$ cat src/rtl/ni_flit_injector_if.sv
// ni_flit_injector_if
// Bundles the packetizer-side flit stream, the router-side flit/valid/VC link,
// the per-VC credit-return and VC-free lines, and the status outputs of
// ni_flit_injector.
//   master : the injector itself (takes src_*, iack, irdy; drives the rest)
//   slave  : the environment (packetizer + router input channel)
// Parameters:
//   DATAW : flit MSB index (flit is DATAW+1 bits, type in [DATAW:DATAW-1])
//   VCN   : number of virtual channels
//   VW    : width of a VC index
interface ni_flit_injector_if #(
  parameter int DATAW = 15,
  parameter int VCN   = 2,
  parameter int VW    = (VCN > 1) ? $clog2(VCN) : 1
);
  logic [DATAW:0]  src_data;
  logic            src_valid;
  logic            src_ready;
  logic [DATAW:0]  odata;
  logic            ovalid;
  logic [VW-1:0]   ovch;
  logic [VCN-1:0]  iack;
  logic [VCN-1:0]  irdy;
  logic            busy;
  logic            err;
  logic [15:0]     flit_cnt;

  modport master (
    input  src_data, src_valid, iack, irdy,
    output src_ready, odata, ovalid, ovch, busy, err, flit_cnt
  );

  modport slave (
    output src_data, src_valid, iack, irdy,
    input  src_ready, odata, ovalid, ovch, busy, err, flit_cnt
  );
endinterface

$ cat src/rtl/ni_flit_injector.sv
// ni_flit_injector
// Feeds a router local input channel from the network-interface packetizer.
// Each packet is bound to the lowest free VC that has credit; flits are then
// forwarded on that VC with per-VC credit flow control. The output link is
// registered (one cycle latency).
// Ports:
//   clk  : clock
//   rst_ : asynchronous active-high reset
//   bus  : ni_flit_injector_if.master
//          src_data/src_valid/src_ready : flit stream from packetizer
//          odata/ovalid/ovch            : flit link to router input channel
//          iack  : per-VC one-cycle credit return
//          irdy  : per-VC "free for a new packet"
//          busy  : packet in progress
//          err   : sticky protocol error (orphan body/tail, nested head,
//                  credit overflow)
//          flit_cnt : sent-flit counter, wraps
module ni_flit_injector #(
  parameter int DATAW   = 15,
  parameter int VCN     = 2,
  parameter int CREDITS = 4,
  parameter int CW      = 3,
  parameter int VW      = (VCN > 1) ? $clog2(VCN) : 1
) (
  input  logic                 clk,
  input  logic                 rst_,
  ni_flit_injector_if.master   bus
);

  localparam logic [0:0]    S_IDLE   = 1'b0;
  localparam logic [0:0]    S_ACTIVE = 1'b1;
  localparam logic [CW-1:0] CRED_MAX = CW'(CREDITS);

  logic [0:0]     state_q, state_d;
  logic [VW-1:0]  cur_vc_q, cur_vc_d;
  logic [CW-1:0]  credit_q [VCN];
  logic [CW-1:0]  credit_d [VCN];
  logic [VCN-1:0] has_cred;
  logic [VCN-1:0] avail;
  logic [VCN-1:0] ovf;

  logic           any_avail;
  logic [VW-1:0]  sel_vc;
  logic           ready;
  logic           send;
  logic           drop;
  logic [VW-1:0]  send_vc;

  logic [DATAW:0] odata_q;
  logic           ovalid_q;
  logic [VW-1:0]  ovch_q;
  logic           err_q;
  logic [15:0]    flit_cnt_q;

  logic [1:0]     ftype;
  logic           is_hs;     // head or single-flit: starts a packet
  logic           is_head;
  logic           is_tail;

  assign ftype   = bus.src_data[DATAW:DATAW-1];
  assign is_hs   = ~ftype[1];
  assign is_head = (ftype == 2'b01);
  assign is_tail = (ftype == 2'b11);

  // Per-VC credit bookkeeping. A send and a credit return in the same cycle
  // cancel. A return with the counter already full is a protocol error and
  // is discarded so the counter can never exceed the buffer depth.
  for (genvar gi = 0; gi < VCN; gi++) begin : g_vc
    logic dec;
    logic inc;
    assign dec          = send && (send_vc == VW'(gi));
    assign inc          = bus.iack[gi];
    assign has_cred[gi] = (credit_q[gi] != '0);
    assign avail[gi]    = bus.irdy[gi] & has_cred[gi];
    assign ovf[gi]      = inc & ~dec & (credit_q[gi] == CRED_MAX);
    assign credit_d[gi] = (dec && !inc)                ? credit_q[gi] - 1'b1 :
                          (inc && !dec && !ovf[gi])     ? credit_q[gi] + 1'b1 :
                                                          credit_q[gi];
  end

  // Lowest-index VC that is free and has credit (scan downward so the
  // last hit is the lowest index).
  always_comb begin
    any_avail = 1'b0;
    sel_vc    = '0;
    for (int v = VCN - 1; v >= 0; v--) begin
      if (avail[v]) begin
        any_avail = 1'b1;
        sel_vc    = VW'(v);
      end
    end
  end

  // Accept/forward decision. Depends only on registered state, registered
  // credits and irdy, so a same-cycle iack never opens the gate.
  always_comb begin
    state_d  = state_q;
    cur_vc_d = cur_vc_q;
    ready    = 1'b0;
    send     = 1'b0;
    drop     = 1'b0;
    send_vc  = cur_vc_q;
    if (bus.src_valid) begin
      if (state_q == S_IDLE) begin
        if (is_hs) begin
          if (any_avail) begin
            ready   = 1'b1;
            send    = 1'b1;
            send_vc = sel_vc;
            if (is_head) begin
              state_d  = S_ACTIVE;
              cur_vc_d = sel_vc;
            end
          end
        end else begin
          // body/tail with no open packet: swallow it and flag
          ready = 1'b1;
          drop  = 1'b1;
        end
      end else begin
        if (!is_hs) begin
          // irdy is deliberately ignored mid-packet
          ready = has_cred[cur_vc_q];
          send  = has_cred[cur_vc_q];
          if (has_cred[cur_vc_q] && is_tail) begin
            state_d = S_IDLE;
          end
        end else begin
          // new packet start while one is open: swallow, keep current packet
          ready = 1'b1;
          drop  = 1'b1;
        end
      end
    end
  end

  always_ff @(posedge clk or posedge rst_) begin
    if (rst_) begin
      state_q    <= S_IDLE;
      cur_vc_q   <= '0;
      odata_q    <= '0;
      ovalid_q   <= 1'b0;
      ovch_q     <= '0;
      err_q      <= 1'b0;
      flit_cnt_q <= '0;
      for (int v = 0; v < VCN; v++) begin
        credit_q[v] <= CRED_MAX;
      end
    end else begin
      state_q  <= state_d;
      cur_vc_q <= cur_vc_d;
      ovalid_q <= send;
      if (send) begin
        odata_q    <= bus.src_data;
        ovch_q     <= send_vc;
        flit_cnt_q <= flit_cnt_q + 16'd1;
      end
      err_q <= err_q | drop | (|ovf);
      for (int v = 0; v < VCN; v++) begin
        credit_q[v] <= credit_d[v];
      end
    end
  end

  // Held low throughout reset even though the reset state would allow it.
  assign bus.src_ready = ready & ~rst_;
  assign bus.odata     = odata_q;
  assign bus.ovalid    = ovalid_q;
  assign bus.ovch      = ovch_q;
  assign bus.busy      = (state_q == S_ACTIVE);
  assign bus.err       = err_q;
  assign bus.flit_cnt  = flit_cnt_q;

endmodule

$ cat src/flat_wrapper.sv
// flat-port wrapper written by rule: the top's interface ports become plain ports
module ni_flit_injector_flat 
#(
  parameter int DATAW   = 15,
  parameter int VCN     = 2,
  parameter int CREDITS = 4,
  parameter int CW      = 3,
  parameter int VW      = (VCN > 1) ? $clog2(VCN) : 1
)
  (clk, rst_, bus_src_data, bus_src_valid, bus_iack, bus_irdy, bus_src_ready, bus_odata, bus_ovalid, bus_ovch, bus_busy, bus_err, bus_flit_cnt);
  ni_flit_injector_if #(.DATAW(DATAW), .VCN(VCN), .VW(VW)) bus_i ();
  input  logic clk;
  input  logic rst_;
  input wire logic [$bits(bus_i.src_data)-1:0] bus_src_data;
  input wire logic [$bits(bus_i.src_valid)-1:0] bus_src_valid;
  input wire logic [$bits(bus_i.iack)-1:0] bus_iack;
  input wire logic [$bits(bus_i.irdy)-1:0] bus_irdy;
  output wire logic [$bits(bus_i.src_ready)-1:0] bus_src_ready;
  output wire logic [$bits(bus_i.odata)-1:0] bus_odata;
  output wire logic [$bits(bus_i.ovalid)-1:0] bus_ovalid;
  output wire logic [$bits(bus_i.ovch)-1:0] bus_ovch;
  output wire logic [$bits(bus_i.busy)-1:0] bus_busy;
  output wire logic [$bits(bus_i.err)-1:0] bus_err;
  output wire logic [$bits(bus_i.flit_cnt)-1:0] bus_flit_cnt;
  assign bus_i.src_data = bus_src_data;
  assign bus_i.src_valid = bus_src_valid;
  assign bus_i.iack = bus_iack;
  assign bus_i.irdy = bus_irdy;
  assign bus_src_ready = bus_i.src_ready;
  assign bus_odata = bus_i.odata;
  assign bus_ovalid = bus_i.ovalid;
  assign bus_ovch = bus_i.ovch;
  assign bus_busy = bus_i.busy;
  assign bus_err = bus_i.err;
  assign bus_flit_cnt = bus_i.flit_cnt;
  ni_flit_injector #(.DATAW(DATAW), .VCN(VCN), .CREDITS(CREDITS), .CW(CW), .VW(VW)) u_core (.clk(clk), .rst_(rst_), .bus(bus_i));
endmodule
$ cat config.mk
export PLATFORM = sky130hd
export DESIGN_NAME = ni_flit_injector_flat
export DESIGN_NICKNAME = d
export VERILOG_FILES = /design/src/rtl/ni_flit_injector_if.sv /design/src/rtl/ni_flit_injector.sv /design/src/flat_wrapper.sv
export SDC_FILE = /design/constraint.sdc
export NUM_CORES = 1
export LEC_CHECK = 0
export ABC_AREA = 0
export ABC_CLOCK_PERIOD_IN_PS = 2550
export CAP_MARGIN = 20
export CELL_PAD_IN_SITES_DETAIL_PLACEMENT = 0
export CELL_PAD_IN_SITES_GLOBAL_PLACEMENT = 1
export CORE_ASPECT_RATIO = 1.2
export CORE_MARGIN = 4
export CORE_UTILIZATION = 33
export CTS_CLUSTER_DIAMETER = 200
export DETAILED_ROUTE_END_ITERATION = 7
export PLACE_DENSITY = 0.74
export SETUP_SLACK_MARGIN = 0.1
export SLEW_MARGIN = 30
export SYNTH_ARGS = -nofsm -noshare
export SYNTH_HDL_FRONTEND = slang
export SYNTH_SLANG_ARGS = --single-unit
$ cat constraint.sdc
create_clock -name clk -period 2.55 [get_ports clk]
set_clock_uncertainty 0.2 [all_clocks]
set_input_delay 0.6375 -clock clk [delete_from_list [all_inputs] [get_ports clk]]
set_output_delay 0.6375 -clock clk [all_outputs]
set_load 0.02 [all_outputs]
==> summary.json <==
{
  "run_status": {
    "outcome": "completed"
  },
  "synthesis": {
    "syn_nets": 254,
    "synth_cells": 227,
    "synth-seq-cells": 43,
    "count_of_cell_types_in_the_netlist": 42,
    "synth_area_per_cell_um2": 9.76,
    "synthesis.yosys.warnings": 0,
    "syn-cell-area_mm2": 0.00222,
    "postSynth.topFlopCell": "dfrtp_1",
    "synth-edff-count": 0,
    "async_reset_ff_frac": 1.00,
    "synth_sequential_area_ratio": 0.487
  },
  "final_layout": {
    "drive_gt1_frac": 0.255,
    "stdcell_count": 414,
    "final_core_util": 0.533,
    "fin_area_mm2": 0.00346,
    "layout-area-overhead-vs-synth_pct": 56.0,
    "insertedDiodeCount": 0,
    "final_stage_net_count": 355
  },
  "worst_setup_path": {
    "data_arrival_at_the_endpoint_of_the_critical_path_ns": 2.46,
    "critical_path.startpoint_type": "flip-flop",
    "crit-reg2reg-capture": "u_core.credit_q[1]$_DFFE_PP0P_",
    "crit_fanout": 3,
    "worstSetupEndpointType": "flip-flop",
    "rr_worst_depth": 9,
    "critical_path_required_ns": 2.51,
    "setup.worst_path.class": "reg2reg",
    "timing.reg2reg.setup_slack_ns": 0.05,
    "reg2reg_from": "u_core.credit_q[2]$_DFFE_PP1P_"
  },
  "place": {
    "placed_cell_area_mm2": 0.00320,
    "post-dp-hpwl_um": 4020,
    "preCtsSetupSlack_ns": -0.671,
    "placed_cells": 395,
    "number_of_buffer_cells_added_on_primary_ports": 59,
    "gp_routability_congestion": 0.754
  },
  "sta": {
    "worst-slew-pin-transition_ns": 0.653,
    "rsz0062_at_grt": "true",
    "hold_viol": 0,
    "fin_crit_sh": 0.981,
    "fin_setup_tns_ns": 0,
    "achievable-frequency_mhz": 400,
    "finalWorstPathRequiredPeriod_ns": 2.50,
    "timing.max_slew.rel_slack": 0.560,
    "maxSlewViolCount": 0,
    "timing.hold.ws_ns": 0.270,
    "final_critical_path_setup_slack_ns": 0.0490,
    "finalSetupViolations": 0
  },
  "drt": {
    "ant_nets": 0,
    "route.detailed.vias_per_inst": 4.64,
    "detailroute.via_count": 1921,
    "routedWlPerCell_um": 13.2,
    "first_pass_drt_iterations": 4,
    "drc": 0,
    "drt_iter0_drc": 35,
    "drt_wirelength_um": 5480
  },
  "global_route": {
    "grt_first_pass_wirelength_um": 9490,
    "grt_antenna_before_repair": 0,
    "grt_pass1_vias": 1985,
    "grt-ovfl-total": 0,
    "grtUsageTotal": 0.140,
    "grt_max_degree": 20
  },
  "min_path": {
    "min-delay-path-class": "reg2reg",
    "min-delay-start": "u_core.bus.odata[0]$_DFFE_PP0P_",
    "timing.hold.worst_endpoint": "u_core.bus.odata[0]$_DFFE_PP0P_",
    "hold-path-cell-count": 2
  },
  "floorplanning": {
    "floorplan.core_area_mm2": 0.00649,
    "chipWidth_um": 82.8,
    "start_util": 0.342,
    "dieArea_mm2": 0.00810,
    "floorplan_row_count": 32,
    "pin_count": 60,
    "die_h_um": 97.8
  },
  "clocking": {
    "number_of_buffers_created_by_cts": 5,
    "clk_latency_ns": 0.30,
    "cts.reportedPaths.clkPinSlew_ns": 0.08,
    "tritoncts": "yes",
    "cts_hold_buffers": 0,
    "clock-root-buffer": "clkbuf_8",
    "ctsHtreeMaxLevel": 2,
    "cts_buffer_depth": 2,
    "tritoncts_num_sinks": 43
  },
  "power_and_ir_drop": {
    "power.density_mw_per_mm2": 1040,
    "leakage_nw": 1.59,
    "fin_total_pwr_mw": 3.58,
    "vdd_ir_drop_max_mv": 0.528
  },
  "run": {
    "drv.max_cap_violation_count": 0
  }
}
## routing by layer
layer | vias up | global-route usage | wire length, µm
li1 | 963 | - | -
met1 | 906 | 0.183 | 2430
met2 | 46 | 0.223 | 2630
met3 | 6 | 0.0506 | 361
met4 | 0 | 0.0327 | 52
met5 | - | 0 | 0
## report_power, final
| group | leakage (nW) | total, mW | internal [mW] | switching (mW) |
|---|---|---|---|---|
| Sequential | 0.526 | 1.15 | 0.931 | 0.221 |
| Clock | 0.0654 | 0.627 | 0.392 | 0.235 |
| Combinational | 1.00 | 1.80 | 0.911 | 0.888 |
## synthesized netlist by cell type, types with 3 or more instances
cell	instances	area (µm²)
nand2_1	61	229
dfrtp_1	41	1030
inv_1	14	52.6
xnor2_1	12	105
nor2_1	11	41.3
a21oi_1	9	45.0
mux2i_1	8	80.1
nand4_1	7	43.8
buf_2	5	25.0
xor2_1	5	43.8
a211oi_1	3	22.5
and3_1	3	18.8
clkbuf_1	3	11.3
nand3_1	3	15.0
nor3_1	3	15.0
## logic make-up (layout without fill, tap and decap cells)
logic type	Yosys count	after routing	synth area share
AOI/OAI and AO/OA	29	29	0.112
xor gates and xnor gates	17	17	0.0672
adders and majority gates	4	4	0.0294
buffers and inverters	23	125	0.0418
DFF	43	43	0.487
muxes	9	9	0.0412
and+or+nand+nor	102	102	0.221
## worst max-delay path by stage
| stage | endpoint | slack, ns | from |
|---|---|---|---|
| global route | u_core.credit_q[1]$_DFFE_PP0P_ | -0.08 | u_core.credit_q[4]$_DFFE_PP0P_ |
| global placement | u_core.credit_q[5]$_DFFE_PP1P_ | -0.61 | bus_src_data[15] |
| CTS | u_core.credit_q[1]$_DFFE_PP0P_ | 0.04 | u_core.credit_q[5]$_DFFE_PP1P_ |
| finish | u_core.credit_q[1]$_DFFE_PP0P_ | 0.05 | u_core.credit_q[2]$_DFFE_PP1P_ |
| detailed placement | u_core.credit_q[5]$_DFFE_PP1P_ | -0.67 | bus_src_data[15] |
| floorplan | u_core.credit_q[5]$_DFFE_PP1P_ | -0.06 | bus_src_valid |
## repair_timing
action / 4_1_cts / 5_1_grt
setup buffers: 9 / 2
endpoints found under the setup margin: 13 / 5
hold endpoints to repair: 0 / 0
resized for setup: 22 / 7
pin swaps: 12 / 6
## worst max-delay path, stage by stage, from the launching register on
cell	delay [ns]
dfstp_2	0.56
nor3_2	0.06
buf_4	0.15
a211oi_4	0.27
o211ai_4	0.11
nand2b_4	0.15
fa_2	0.56
a21oi_2	0.04
mux2i_1	0.14
o221ai_1	0.14
## final cells by class
cell class                 instances  area [µm²]
clock buffer                       6        72.6
clock inverter                     2        60.1
fill                             617        3030
inverter                          15        56.3
multi-input combinational        161        1150
sequential                        43        1080
tap                               85         106
timing repair buffer             102         932
## registers in the layout (all words and copies together), names as in the netlist
register and count:
u_core.bus.flit_cnt 16, u_core.bus.odata 16, u_core.credit_q 6, u_core.bus.busy 1
u_core.bus.err 1, u_core.bus.ovalid 1, u_core.bus.ovch 1, u_core.cur_vc_q 1
## cell usage in the layout (no fill, tap or decap), drive strengths merged, types with 2 or more instances in the layout
master / count
nand2: 61
clkdlybuf4s50: 54
buf: 46
dfrtp: 41
inv: 14
xnor2: 12
nor2: 12
a21oi: 9
mux2i: 8
nand4: 7
clkbuf: 6
xor2: 5
a211oi: 4
nor4: 4
o21ai: 4
and3: 3
nor3: 3
nand3: 3
o31a: 2
nor2b: 2
nand2b: 2
fa: 2
ha: 2
bufinv: 2
dlygate4sd2: 2
dfstp: 2
nor3b: 2
a21o: 2
No activity file was read; power rests on OpenSTA's default activity.
